File: src/rtl/wb_arbiter.sv
// Writeback arbiter: one holding register per functional unit, round-robin push into the result FIFO.
// Optional `WB_ARB_BRANCH_PRIO_EN gives source 0 (branch unit) absolute priority without moving rr_ptr.
module wb_arbiter #(
  parameter  int NUM_SRC    = 4,
  parameter  int DATA_WIDTH = 32,
  localparam int IDX_W      = (NUM_SRC > 1) ? $clog2(NUM_SRC) : 1
) (
  input  logic                          clk,
  input  logic                          rst,
  input  logic                          flush,
  input  logic [NUM_SRC-1:0]            src_valid,
  input  logic [NUM_SRC*DATA_WIDTH-1:0] src_data,
  output logic [NUM_SRC-1:0]            src_ready,
  input  logic                          fifo_full,
  output logic                          fifo_write_en,
  output logic [DATA_WIDTH-1:0]         fifo_write_data,
  output logic [IDX_W-1:0]              grant_idx,
  output logic                          busy
);

  logic [NUM_SRC-1:0]    hold_valid_q, hold_valid_d;
  logic [DATA_WIDTH-1:0] hold_data_q [NUM_SRC];
  logic [IDX_W-1:0]      rr_ptr_q, rr_ptr_d;
  logic [IDX_W-1:0]      grant;
  logic                  push_ok;
  logic [NUM_SRC-1:0]    load;

  // Round-robin scan starting at rr_ptr_q, wrapping modulo NUM_SRC.
  always_comb begin
    int idx;
    logic found;
    idx   = 0;
    found = 1'b0;
    grant = '0;
    for (int k = 0; k < NUM_SRC; k++) begin
      idx = int'(rr_ptr_q) + k;
      if (idx >= NUM_SRC) idx = idx - NUM_SRC;
      if (!found && hold_valid_q[idx]) begin
        grant = IDX_W'(idx);
        found = 1'b1;
      end
    end
`ifdef WB_ARB_BRANCH_PRIO_EN
    if (hold_valid_q[0]) grant = '0;
`endif
  end

  assign push_ok = (|hold_valid_q) && !fifo_full && !flush;

  // The granted entry drains this cycle, so it may refill on the same edge.
  always_comb begin
    for (int i = 0; i < NUM_SRC; i++) begin
      src_ready[i] = rst && !flush &&
                     (!hold_valid_q[i] || (push_ok && (grant == IDX_W'(i))));
    end
  end

  assign load = src_valid & src_ready;

  always_comb begin
    hold_valid_d = hold_valid_q;
    for (int i = 0; i < NUM_SRC; i++) begin
      if (flush)                                     hold_valid_d[i] = 1'b0;
      else if (load[i])                              hold_valid_d[i] = 1'b1;
      else if (push_ok && (grant == IDX_W'(i)))      hold_valid_d[i] = 1'b0;
    end
  end

  always_comb begin
    rr_ptr_d = rr_ptr_q;
    if (flush) begin
      rr_ptr_d = '0;
    end else if (push_ok) begin
      rr_ptr_d = (grant == IDX_W'(NUM_SRC - 1)) ? '0 : grant + 1'b1;
`ifdef WB_ARB_BRANCH_PRIO_EN
      if (grant == '0) rr_ptr_d = rr_ptr_q;
`endif
    end
  end

  always_ff @(posedge clk or negedge rst) begin
    if (!rst) begin
      hold_valid_q <= '0;
      rr_ptr_q     <= '0;
    end else begin
      hold_valid_q <= hold_valid_d;
      rr_ptr_q     <= rr_ptr_d;
    end
  end

  // NOTE: payload storage is deliberately not reset; hold_valid_q qualifies it.
  always_ff @(posedge clk) begin
    for (int i = 0; i < NUM_SRC; i++) begin
      if (load[i]) hold_data_q[i] <= src_data[i*DATA_WIDTH +: DATA_WIDTH];
    end
  end

  assign fifo_write_en   = push_ok;
  assign fifo_write_data = push_ok ? hold_data_q[grant] : '0;
  assign grant_idx       = push_ok ? grant : '0;
  assign busy            = |hold_valid_q;

endmodule

File: config.mk
export PLATFORM = sky130hd
export DESIGN_NAME = wb_arbiter
export DESIGN_NICKNAME = d
export VERILOG_FILES = /design/src/rtl/wb_arbiter.sv
export SDC_FILE = /design/constraint.sdc
export NUM_CORES = 1
export LEC_CHECK = 0
export CAP_MARGIN = 20
export CORE_ASPECT_RATIO = 0.9
export CORE_MARGIN = 4
export CORE_UTILIZATION = 41
export DETAILED_ROUTE_END_ITERATION = 8
export GPL_TIMING_DRIVEN = 0
export HOLD_SLACK_MARGIN = 0.15
export PLACE_DENSITY = 0.76
export SLEW_MARGIN = 20
export SYNTH_ARGS = -nofsm -noshare
export SYNTH_HDL_FRONTEND = slang
export SYNTH_SLANG_ARGS = --single-unit
File: constraint.sdc
create_clock -name clk -period 3.4 [get_ports clk]
set_clock_uncertainty 0.2 [all_clocks]
set_input_delay 0.68 -clock clk [delete_from_list [all_inputs] [get_ports clk]]
set_output_delay 0.68 -clock clk [all_outputs]
set_load 0.02 [all_outputs]
# Word level (Yosys, flattened, before mapping)
# Memory sizes are Yosys's and may differ from the RTL's.
# Cells that the tools add are included.
# Widths: inputs -> output; s select.
[op_classes]
add_sub_neg = 8
n_lt_le_gt_ge = 8
eq_ne = 3
mux = 48
bitwise = 1
reduce_logical = 34
[op_table]
columns = ["operator", "n"]
rows = [
  ["$mux 32", 5],
  ["$lt 32x4->1 const B", 4],
  ["$mux 1", 31],
  ["$mux 2", 8],
  ["$logic_and 1x1->1", 14],
  ["$reduce_bool 3->1", 4],
  ["$sub 3x3->4 const B", 3],
  ["$ge 3x3->1 const B", 3],
  ["$logic_not 1->1", 9],
  ["$bmux 1 s2", 4],
  ["$add 2x2->3 const B", 2],
  ["$and 4x4->4", 1],
  ["$eq 2x2->1 const B", 2],
  ["$logic_or 1x1->1", 4],
  ["$reduce_or 4->1", 1],
  ["$sub 2x3->4 const B", 1],
  ["$add 2x1->3 const B", 1],
  ["$ge 2x3->1 const B", 1],
  ["$add 2x1->2 const B", 1],
  ["$eq 2x1->1 const B", 1],
  ["$logic_not 2->1", 1],
  ["$reduce_bool 2->1", 1],
]
[totals]
regBits = 6
mem_bits_rw = 128
inputBits = 136
output_inout_bits = 40
elab_cells = 108
memories = 1
[mem_list]
columns = ["name", "depth", "word_bits", "read_ports", "rd_clocked_by_memory_dff", "wr", "line", "text"]
rows = [
  ["hold_data_q", 4, 32, 1, 0, 4, "22", "logic [DATA_WIDTH-1:0] hold_data_q [NUM_SRC];"],
]

# Depth between registers and ports, before layout
[logic_depth]
word_depth = 22
depth_mapped = 9
depth_no_buf = 8

# Least setup slack after synthesis
# OpenSTA, ideal clock, no wires.
[synth_timing]
path_kind = "in2out"
startpoint = "in flush"
endpoint = "out fifo_write_data[10]"
t_arrival_ns = 2.427
t_required_ns = 2.520
slack_ns = 0.093
path_stages = 5
path_buffers = 2
cell_sequence = "clkbuf_1 nor3_1 nand2_1 buf_2 o22ai_1"
[synth_between]
elab_chain_cells = 3
[synth_rtl]
columns = ["item", "line", "text"]
rows = [
  ["start, declared", "10", "input logic flush,"],
  ["$logic_not 1->1", "48", "assign push_ok = (|hold_valid_q) && !fifo_full && !flush;"],
  ["$logic_and 1x1->1", "48", ""],
  ["net fifo_write_en", "15", "output logic fifo_write_en,"],
  ["$mux 32", "99", "assign fifo_write_data = push_ok ? hold_data_q[grant] : '0;"],
  ["end, declared", "16", "output logic [DATA_WIDTH-1:0] fifo_write_data,"],
]
# The timed path passes the listed nets, and every way through them passes these cells.

# Worst setup path in the final report
[layout_timing]
startpoint = "reg rr_ptr_q[1]"
endpoint = "out fifo_write_data[20]"
[layout_between]
elab_chain_cells = 17
elab_cells_between_ends = 42
classes_between = "add/sub (7); order compare (4); mux (24); reduce/logical (6); memory (1)"
[layout_rtl]
columns = ["item", "line", "text"]
rows = [
  ["start, declared", "23", "logic [IDX_W-1:0] rr_ptr_q, rr_ptr_d;"],
  ["start signal, assigned", "87", "rr_ptr_q <= rr_ptr_d;"],
  ["branches (longest 14 deep; another with $sub 3x3->4)", "-", ""],
  ["$mux 2 (*)", "38", "if (!found && hold_valid_q[idx]) begin"],
  ["$mem_v2 4x32 (*)", "-", ""],
  ["$mux 32 (*)", "99", ""],
]
# Every way passes the cells marked *. The select of a mux whose other input is x is not followed.

==> results_dict.tcl <==
set metrics [dict create \
    status "finished clean" \
    fp.dieW_microns 126.8 \
    htreeDepth 4 \
    finalSetupViolCount 0 \
    clk_pin_slew_ns 0.05 \
    max_stage_delay_ns 0.46 \
    coreArea_sq_mm 0.01227 \
    io_buffers 174 \
    cp_slowest_cell "or4_4" \
    drive_gt1_frac 0.2612 \
    io_pins 176 \
    p_total_w 0.004457 \
    endpoint "fifo_write_data[20]" \
    syn_nets 430 \
    drv_slew 0 \
    grt_max_degree 19 \
    viasPerCell 5.079 \
    maxCapViolCount 0 \
    dp_hpwl_microns 9625 \
    cts_max_path_buffers 2 \
    fin_crit_ns 3.353 \
    first_global_vias 3706 \
    power.density_mw_per_mm2 537.2 \
    crit_chain "mux2_4 -> o221ai_2 -> buf_6 -> or4_4 -> buf_12 -> buf_12 -> o22ai_2 -> buf_6" \
    dieHeight_microns 115.0 \
    drtIter0Drc 186 \
    final_nets 637 \
    leakagePower_nw 3.040 \
    synth_ff_type "edfxtp_1" \
    relSlewSlack 0.6464 \
    clkSinkCount 134 \
    synth_area_sq_mm 0.005211 \
    synth-edff-count 128 \
    hold_violations 0 \
    r2r_cells 8 \
    finalSetupTns_ns 0 \
    rows 38 \
    cts_root_buffer "clkbuf_16" \
    end_kind "output port" \
    crit_start "rr_ptr_q[1]" \
    synth_seq_area_share 0.7664 \
    drt_first_pass_iters 4 \
    drc 0 \
    clk_latency_ns 0.41 \
    synthArstFlopShare 0.04478 \
    min_period_over_period 0.9861 \
    syn_area_per_cell_sq_um 17.79 \
    antenna_left 0 \
    placed_area_sq_mm 0.007268 \
    arrival_ns 2.47 \
    dieArea_sq_mm 0.01458 \
    layoutNonFillerInstCount 673 \
    hp-class "register to register" \
    wl_per_cell_microns 20.49 \
    grt_first_pass_wirelength_microns 20080 \
    max_freq_mhz 298.3 \
    place.gp.congestion 0.7936 \
    cp_max_fo 10 \
    gr-total-overflow 0 \
    grt_antenna_before_repair 0 \
    final_cell_area_sq_mm 0.008297 \
    cts-buffers-inserted 17 \
    area_delta_synth_final_pct 59.21 \
    totalWireLength_microns 13790 \
    timing.rr.start "rr_ptr_q[1]" \
    ys_ff_latch 134 \
    worst_ep_required_time_ns 2.52 \
    utilization 0.6764 \
    syn_inst 293 \
    nFillCells 855 \
    r2r-end "hold_data_q[1][17]" \
    ir_drop_mv 0.3253 \
    worst_pin_slew_ns 0.5304 \
    rrSetupSlack_ns 0.39 \
    vias 3418 \
    placed_cells 631 \
    diodes 0 \
    startpoint_type "register" \
    grt_usage 0.1872 \
    start_util 0.4248 \
    yosysWarnings 0 \
    cts_tree "built" \
    synth_cell_type_count 28 \
    grt_setup_unrepaired "yes" \
    criticalPathCategory "register to output port" \
]
-- power breakdown --
group          internal (W)  switching [W]  total, W
combinational      0.000341       0.000275  0.000615
clock               0.00129       0.000660   0.00195
sequential          0.00187      0.0000226   0.00189
-- metrics by stage --
step / worst slack [ns] / hold WS [ns]
after CTS: -0.05539 / 0.4259
after floorplan: 0.09250 / 0.1844
after detailed placement: -0.7330 / 0.4052
final: 0.04740 / 0.4167
after global routing: -0.04278 / 0.4604
after global placement: -0.7378 / 0.3904
-- layout by cell type, fill, tap and decap left out, types with 4 or more instances in the layout --
| cell type | count |
|---|---|
| a21oi_1 | 6 |
| and3_2 | 4 |
| buf_12 | 5 |
| buf_16 | 4 |
| buf_4 | 14 |
| buf_6 | 21 |
| bufinv_16 | 5 |
| clkbuf_16 | 18 |
| clkbuf_2 | 11 |
| clkdlybuf4s50_1 | 134 |
| clkinv_1 | 5 |
| edfxtp_1 | 128 |
| inv_1 | 7 |
| mux2i_1 | 59 |
| mux2i_2 | 5 |
| nand2_1 | 5 |
| o22ai_1 | 14 |
| o22ai_2 | 11 |
| o22ai_4 | 8 |
-- routing by layer --
metal	vias to the layer above	global-route usage	part of all wire
met5	-	0	0
met2	150	0.3103	0.50
met4	0	0.07291	0.013
met1	1660	0.2303	0.41
met3	18	0.06038	0.071
li1	1590	-	-
-- layout make-up --
| class | count | area, sq um | share of cell area |
|---|---|---|---|
| inverter | 8 | 30.03 | 0.003619 |
| clock inverter | 15 | 210.2 | 0.02534 |
| sequential | 134 | 3998 | 0.4818 |
| clock buffer | 17 | 425.4 | 0.05127 |
| buffer | 12 | 151.4 | 0.01825 |
| timing repair buffer | 189 | 1922 | 0.2316 |
| tap | 160 | 200.2 | 0.02413 |
| multi-input combinational | 138 | 1360 | 0.1639 |
-- flip-flops by register name, summed over array words and instances (netlist names) --
| register | flops |
|---|---|
| hold_valid_q | 4 |
| rr_ptr_q | 2 |
| hold_data_q | 128 |
-- synthesized netlist by cell type, types with 2 or more instances --
master | instances | area (sq um)
o22ai_1 | 33 | 206.5
and3_1 | 4 | 25.02
edfxtp_1 | 128 | 3844
buf_2 | 8 | 40.04
nor2_1 | 3 | 11.26
buf_6 | 4 | 45.04
nor3_1 | 3 | 15.01
o21ai_2 | 2 | 17.52
and2_1 | 4 | 25.02
nand2_1 | 7 | 26.28
a21oi_1 | 6 | 30.03
dfrtp_1 | 6 | 150.1
inv_1 | 7 | 26.28
mux2i_1 | 64 | 640.6
-- worst min-delay path by stage --
stage | start | endpoint | slack, ns | cells after the start
detailed placement | hold_valid_q[3] | hold_valid_q[3] | 0.41 | 2
global route | hold_valid_q[2] | hold_valid_q[2] | 0.46 | 2
global placement | hold_valid_q[3] | hold_valid_q[3] | 0.39 | 2
CTS | hold_valid_q[1] | hold_valid_q[1] | 0.43 | 2
floorplan | rst | hold_valid_q[0] | 0.18 | 0
finish | hold_valid_q[2] | hold_valid_q[2] | 0.42 | 2
-- worst max-delay path: cells and delay by family, from the launching register on --
kind,cells,cell delay [ns]
DFF,1,0.45
AOI/OAI and AO/OA,2,0.30
and+or+nand+nor,1,0.46
muxes,1,0.22
buffers and inverters,4,0.62
-- logic make-up (layout without fill, tap and decap cells) --
group | after synthesis | after routing | share of synthesized area
DFF | 134 | 134 | 0.7664
muxes | 65 | 65 | 0.1251
AOI/OAI and AO/OA | 47 | 47 | 0.05739
and+or+nand+nor | 25 | 25 | 0.02593
buffers and inverters | 21 | 241 | 0.02281
adders and majority gates | 1 | 1 | 0.002401
-- what timing repair did --
action / 4_1_cts / 5_1_grt
setup buffers: 4 / 6
cloned: 0 / 1
hold endpoints to repair: 6 / 0
setup endpoints to repair: 38 / 36
pin swaps: 0 / 2
gates resized for setup: 127 / 115
hold buffers: 1 / 0
Power figures use the tool's default switching activity.
